==> config.mk <==
export PLATFORM = sky130hd
export DESIGN_NAME = pipe_reg_elastic
export DESIGN_NICKNAME = d
export VERILOG_FILES = /design/src/rtl/pipe_reg_elastic.sv
export SDC_FILE = /design/constraint.sdc
export NUM_CORES = 1
export LEC_CHECK = 0
export BUFFER_PORTS_ARGS = -buffer_cell sky130_fd_sc_hd__buf_2
export CAP_MARGIN = 20
export CORE_UTILIZATION = 50
export CTS_CLUSTER_DIAMETER = 40
export DETAILED_ROUTE_END_ITERATION = 12
export HOLD_SLACK_MARGIN = 0.05
export PLACE_DENSITY = 0.82
export SLEW_MARGIN = 20
export SYNTH_ARGS = -nofsm -noshare
export SYNTH_HDL_FRONTEND = slang
export SYNTH_SLANG_ARGS = --single-unit
==> constraint.sdc <==
create_clock -name CLK -period 2.2 [get_ports CLK]
set_input_delay 0.44 -clock CLK [delete_from_list [all_inputs] [get_ports CLK]]
set_output_delay 0.44 -clock CLK [all_outputs]
set_load 0.005 [all_outputs]
==> src/rtl/pipe_reg_elastic.sv <==
// rtl/pipe_reg_elastic.sv - chain of elastic skid-buffer stages with register-only ready
// Optional downstream-stall counter enabled by defining PIPE_REG_STALL_CNT_EN.
module pipe_reg_elastic #(
  parameter int               WIDTH  = 32,
  parameter int               STAGES = 1,
  parameter logic [WIDTH-1:0] BUBBLE = '0
) (
  input  logic             CLK,
  input  logic             RST,
  input  logic             flush,
  input  logic             in_valid,
  input  logic [WIDTH-1:0] in_data,
  output logic             in_ready,
  output logic             out_valid,
  output logic [WIDTH-1:0] out_data,
  input  logic             out_ready,
  output logic [31:0]      stall_cnt
);
  logic [STAGES-1:0] main_v, skid_v, stage_rdy, up_v, dn_rdy, acc, drn;
  logic [WIDTH-1:0]  main_d [STAGES];
  logic [WIDTH-1:0]  skid_d [STAGES];
  logic [WIDTH-1:0]  up_d   [STAGES];
  logic [STAGES:0]   v_chain, r_chain;

  // Ready depends only on the skid valid bit, so out_ready never reaches in_ready.
  assign stage_rdy = ~skid_v;
  assign v_chain   = {main_v, in_valid & ~flush};
  assign r_chain   = {out_ready, stage_rdy};
  assign up_v      = v_chain[STAGES-1:0];
  assign dn_rdy    = r_chain[STAGES:1];
  assign acc       = up_v & stage_rdy;
  assign drn       = main_v & dn_rdy;

  always_comb begin
    up_d[0] = in_data;
    for (int k = 1; k < STAGES; k++) up_d[k] = main_d[k-1];
  end

  always_ff @(posedge CLK or posedge RST) begin
    if (RST) begin
      main_v <= '0;
      skid_v <= '0;
      for (int k = 0; k < STAGES; k++) begin
        main_d[k] <= BUBBLE;
        skid_d[k] <= BUBBLE;
      end
    end else if (flush) begin
      main_v <= '0;
      skid_v <= '0;
      for (int k = 0; k < STAGES; k++) begin
        main_d[k] <= BUBBLE;
        skid_d[k] <= BUBBLE;
      end
    end else begin
      for (int k = 0; k < STAGES; k++) begin
        if (!main_v[k]) begin
          if (acc[k]) begin
            main_v[k] <= 1'b1;
            main_d[k] <= up_d[k];
          end
        end else if (!skid_v[k]) begin
          if (acc[k] && drn[k]) begin
            main_d[k] <= up_d[k];
          end else if (acc[k]) begin
            skid_v[k] <= 1'b1;
            skid_d[k] <= up_d[k];
          end else if (drn[k]) begin
            main_v[k] <= 1'b0;
          end
        end else if (drn[k]) begin
          main_d[k] <= skid_d[k];
          skid_v[k] <= 1'b0;
        end
      end
    end
  end

  assign in_ready  = stage_rdy[0];
  assign out_valid = main_v[STAGES-1];
  assign out_data  = main_d[STAGES-1];

`ifdef PIPE_REG_STALL_CNT_EN
  logic [31:0] stall_q;

  always_ff @(posedge CLK or posedge RST) begin
    if (RST) begin
      stall_q <= '0;
    end else if (flush) begin
      stall_q <= '0;
    end else if (out_valid && !out_ready && stall_q != 32'hFFFF_FFFF) begin
      stall_q <= stall_q + 32'd1;
    end
  end

  assign stall_cnt = stall_q;
`else
  assign stall_cnt = 32'h0;
`endif

endmodule

==> flow_summary.ini, run 1 <==
[power]
swShare = 0.259
p_seq_frac = 0.544
p_leak_nw = 1.95
p_int_mw = 1.78
power_switching_uw = 623
power.share.clock = 0.340
peakVddDrop_uv = 452
pwr_density_cell_nw_per_um2 = 702
combinationalPowerShare = 0.116

[run_status]
status = completed

[worst_setup_path]
regToRegEndpoint = out_data[5]
crit_path_end_kind = flop
cp_data_arrival_time_ps = 1750
crit_fanout = 32
worstPathRequired_ps = 2450
critPathKind = flop to flop
r2r-start = skid_v
worst-r2r-setup-slack_ps = 700
critPathLaunchType = flop
reg2reg_depth = 4

[yosys]
yosys.area_share.simple = 0.0114
synth-xor-area-share = 0
synth_warnings = 0
netlist_area_sq_um = 2970
synth_compound_area_frac = 0.205
avgSynthCellArea_sq_um = 13.2
ys_seq_elements = 66
synth_cell_type_count = 18
synthTopCellsByArea = dfrtp_1 (56%), mux2i_1 (11%), a22o_1 (9.4%), o2bb2ai_1 (9.4%), buf_4 (8.9%)
synth_top_family_by_area = compound AO/OA/AOI/OAI gates
yosysTopAreaCell = dfrtp_1
synth-seq-area-share = 0.557
synthMuxAreaShare = 0.113
synthAdderAreaFrac = 0
syn_inst = 225
synth_top_area_frac = 0.557

[detailed_routing]
antenna_left = 0
drtIter0Drc = 98
vias = 1985
viasPerCell = 5.34
drt_first_pass_iters = 4
drt-total-wl_microns = 6010
drc = 0
wl_per_cell_microns = 16.2

[cells_and_area]
nets = 333
fillers = 482
layout-drive-gt1-share = 0.317
area_delta_synth_final_pct = 15.6
postLayoutCellArea_sq_um = 3430
diodes = 0

[cts]
cts_sinks = 66
htreeDepth = 3
cts-resized-gates = 0
clockRootBuffer = clkbuf_8
numCtsBuffers = 9
cts_max_path_buffers = 2
insertion_delay_ps = 340
postCtsSetupRepairBufs = 0
clk_pin_slew_ps = 70
hold_buffers = 0
cts_tree = done

[grt]
track_usage = 0.206
grt_pass1_vias = 1979
gr-total-overflow = 0
antenna_found_initial = 0
grt_max_degree = 67
grt_pass1_wl_microns = 9650

[sta]
skew_ps = 10.6
rsz0062_at_grt = false
max_freq_ghz = 0.666
slew_viol_final = 0
setup_viol = 0
hold_viol = 0
fin_crit_sh = 0.682
fin_crit_ps = 1500
final.setup.tns_ps = 0

[job]
drv_cap = 0

[place]
post-dp-hpwl_microns = 3590
portBuffers = 70
placed_area_sq_um = 3280
finalWeightedCongestion = 0.770

[floorplan]
die_width_microns = 79.0
die_area_sq_um = 6240
start_util = 0.529
row_count = 27
coreArea_sq_um = 5610
die_y_microns = 79.0
io_pins = 103

[min_path]
hold_class = input port to asynchronous set/reset pin
-- worst max-delay path, stage by stage (launching register included) --
cell and delay [ps]:
dfrtp_1 450, mux2_4 330, a21oi_2 110, buf_4 350
o2bb2ai_1 170
-- state kept, by name (all words and copies together) (netlist names) --
name and cells:
skid_d 32, out_valid 1, skid_v 1, out_data 32
-- logic make-up after synthesis --
family	Yosys count
buf+inv	50
flops	66
mux	33
other cells	1
simple gates	5
compound gates	70
-- per-layer routing --
metal | global-route usage | share of wire | up-vias
li1 | - | - | 916
met1 | 0.273 | 0.46 | 981
met2 | 0.317 | 0.46 | 80
met3 | 0.0667 | 0.063 | 8
met4 | 0.0727 | 0.010 | 0
met5 | 0 | 0 | -
-- per-stage QoR --
step           hold WS [ps]  setup WS, ps  cells  total power [mW]  utilization
2_1_floorplan           472           105    256              1.52            -
3_3_place_gp            467           657    357              1.60        0.585
3_5_place_dp            469           629    357              1.61        0.585
4_1_cts                 166           704    372              2.43        0.612
5_1_grt                 178           626    372              2.52        0.612
6_report                161           699    372              2.41        0.612
-- area by class of cell --
type | count | area [sq um] | area share
tap | 72 | 90.1 | 0.0263
multi-input combinational | 140 | 1110 | 0.322
sequential | 66 | 1650 | 0.481
inverter | 3 | 11.3 | 0.00328
clock buffer | 11 | 131 | 0.0383
timing repair buffer | 76 | 420 | 0.123
clock inverter | 4 | 20.0 | 0.00584
-- cell usage after synthesis, drive strengths merged --
cell     count
conb         1
a22o        32
o2bb2ai     32
mux2i       32
a211oi       1
o21ai        1
nand2        1
nand2b       2
a21oi        3
nor3         1
buf         47
nand3b       1
inv          3
a41oi        1
mux2         1
dfrtp       66
-- worst max-delay path by stage --
stage,cells after the start,slack [ps],startpoint,end
after global placement,5,660,in_valid,out_data[3]
final,4,700,skid_v,out_data[5]
after detailed placement,5,630,in_valid,out_data[1]
after floorplan,1,110,RST,out_data[0]
after global routing,4,630,skid_v,out_data[1]
after CTS,4,700,skid_v,out_data[5]
-- cell usage in the layout, fill, tap and decap left out, types with 2 or more instances in the layout --
cell type,instances
buf_2,70
a22o_1,32
clkbuf_8,9
inv_1,2
buf_4,4
clkinv_2,4
a21oi_1,2
nand2b_1,2
conb_1,32
dfrtp_1,66
buf_12,2
clkbuf_1,2
mux2i_1,32
o2bb2ai_1,32
-- power by group through the flow --
| stage | clock (mW) | sequential, mW | combinational, mW |
|---|---|---|---|
| final | 0.819 | 1.31 | 0.279 |
| after global routing | 0.889 | 1.32 | 0.311 |
| after CTS | 0.838 | 1.31 | 0.282 |
| after detailed placement | 0 | 1.33 | 0.281 |
| after global placement | 0 | 1.33 | 0.274 |
| after floorplan | 0 | 1.33 | 0.191 |
(Power assumes the default switching activity.)
==> run 2, diff against run 1 <==
--- a/config.mk
+++ b/config.mk
@@ -7,11 +7,11 @@
 export LEC_CHECK = 0
 export BUFFER_PORTS_ARGS = -buffer_cell sky130_fd_sc_hd__buf_2
 export CAP_MARGIN = 20
-export CORE_UTILIZATION = 50
+export CORE_UTILIZATION = 45
 export CTS_CLUSTER_DIAMETER = 40
 export DETAILED_ROUTE_END_ITERATION = 12
 export HOLD_SLACK_MARGIN = 0.05
-export PLACE_DENSITY = 0.82
+export PLACE_DENSITY = 0.78
 export SLEW_MARGIN = 20
 export SYNTH_ARGS = -nofsm -noshare
 export SYNTH_HDL_FRONTEND = slang
==> constraint.sdc (replaced) <==
create_clock -name CLK -period 1.2 [get_ports CLK]
set_input_delay 0.24 -clock CLK [delete_from_list [all_inputs] [get_ports CLK]]
set_output_delay 0.24 -clock CLK [all_outputs]
set_load 0.005 [all_outputs]
==> run 2 against run 1 <==
Compared with the run above: the flow now finishes with violations (negative setup slack); non-clock buffer count up 13; via count up 5.4%; register-to-register slack got worse by 840 ps; largest power group unchanged.
==> flow_summary.ini, run 2 (synthesis gave the netlist of run 1 again) <==
[worst_setup_path]
critPathLaunchType = flop
worstPathRequired_ps = 1450
path_cells = mux2_4, a21oi_4, buf_12, o2bb2ai_1
crit_fanout = 16
critPathKind = flop to flop
max_stage_delay_ps = 430
crit_path_end_kind = flop
critPathSlowestCell = dfrtp_2
cp_data_arrival_time_ps = 1590

[cells_and_area]
nets = 346
seq_area_sq_um = 1650
layout-drive-gt1-share = 0.367
fillers = 534
fin_util = 0.588
area_delta_synth_final_pct = 25.9
layout_common_cells = buf_2 (70), dfrtp_1 (64), o2bb2ai_1 (32), a22o_1 (32), conb_1 (32)
multiInputGateArea_sq_um = 1150
final_common_cell = buf_2
diodes = 0

[grt]
track_usage = 0.198
antenna_found_initial = 0
gr-total-overflow = 0
grt_max_degree = 40
grt_pass1_wl_microns = 10600
grt_pass1_vias = 2124

[sta]
fin_crit_ps = 1340
hold_viol = 0
slew_viol_final = 0
fin_crit_sh = 1.12
skew_ps = 7.52
timing.final.ws_setup_ps = -142
hold_ws_ps = 139
rsz0062_at_grt = true
max_freq_ghz = 0.745
setup_viol = 65

[cts]
cts_sinks = 66
numCtsBuffers = 9
postCtsSetupRepairBufs = 0
htreeDepth = 3
clk_pin_slew_ps = 70
insertion_delay_ps = 330
clockRootBuffer = clkbuf_8
cts_max_path_buffers = 2
cts_tree = done

[power]
power_switching_mw = 1.22
power.share.clock = 0.375
combinationalPowerShare = 0.129
swShare = 0.252
pwr_density_cell_nw_per_um2 = 1300
p_int_mw = 3.62
p_seq_frac = 0.496
p_leak_nw = 2.06
peakVddDrop_uv = 744

[run_status]
violations = negative setup slack
status = finished, violations left

[floorplan]
die_area_sq_um = 6920
row_count = 29
die_y_microns = 83.2
coreArea_sq_um = 6350
die_width_microns = 83.2
io_pins = 103
start_util = 0.467

[detailed_routing]
wl_per_cell_microns = 17.3
viasPerCell = 5.36
vias = 2092
drtIter0Drc = 96
drt_first_pass_iters = 4
drt-total-wl_microns = 6760
drc = 0
antenna_left = 0

[place]
post-dp-hpwl_microns = 4130
portBuffers = 70
finalWeightedCongestion = 0.756

[job]
drv_cap = 0

[min_path]
hold_class = input port to flop
[run 2: changes by cell type in the layout (fill, tap and decap cells not counted), sizes merged]
| cell | before | now |
|---|---|---|
| clkbuf | 11 | 12 |
| clkinvlp | 0 | 3 |
| clkinv | 4 | 2 |
| buf | 76 | 86 |
| bufinv | 0 | 1 |
| inv | 3 | 2 |
| dlygate4sd3 | 0 | 1 |
[run 2: routing by layer]
metal  vias up  share of wire  global-route usage
li1        952              -                   -
met1      1046           0.45               0.274
met2        86           0.47               0.303
met3         8          0.071              0.0507
met4         0          0.011              0.0721
met5         -              0                   0
[run 2: metrics by stage]
step	worst slack, ps	instances	total power, mW	TNS (ps)	cell area [sq um]
after floorplan	-68.0	256	2.80	-1600	3120
after global placement	-119	371	3.01	-3790	3440
after detailed placement	-128	371	3.02	-4860	3440
after CTS	-150	387	4.86	-6120	3640
after global routing	-224	390	5.07	-10720	3740
final	-142	390	4.84	-6910	3740
[run 2: final timing paths]
kind / from / endpoint / slack [ps] / cells past startpoint
max: skid_v / out_data[10] / -140 / 4
min: in_data[7] / skid_d[7] / 140 / 2
max reg2reg: skid_v / out_data[10] / -140 / 4
min reg2reg: out_data[6] / out_data[6] / 490 / 1
max in group asynchronous: RST / out_valid / 350 / 4
min in group asynchronous: RST / skid_d[12] / 520 / 4
[run 2: power groups by stage]
stage	Clock, mW	Sequential, mW	Combinational (mW)
3_5_place_dp	0	2.44	0.587
4_1_cts	1.87	2.40	0.589
6_report	1.82	2.40	0.623
3_3_place_gp	0	2.44	0.573
5_1_grt	1.97	2.41	0.684
2_1_floorplan	0	2.44	0.364
[run 2: timing repair]
action	in CTS	in global routing
hold buffers	1	0
gates cloned	0	3
endpoints found under the hold margin	66	0
setup endpoints to repair	65	65
pin swaps	0	15
resized for setup	0	8
[run 2: final cells by class]
type,instances,area share
clock buffer,10,0.0368
clock inverter,5,0.0147
sequential,66,0.443
timing repair buffer,89,0.168
inverter,3,0.00402
multi-input combinational,140,0.307
tap,77,0.0258
[run 2: worst max-delay path, delay by kind of cell, from the launching register on]
family / cells / cell delay (ps)
flip-flops: 1 / 430
AO/OA/AOI/OAI: 2 / 330
multiplexers: 1 / 320
buffers and inverters: 1 / 180
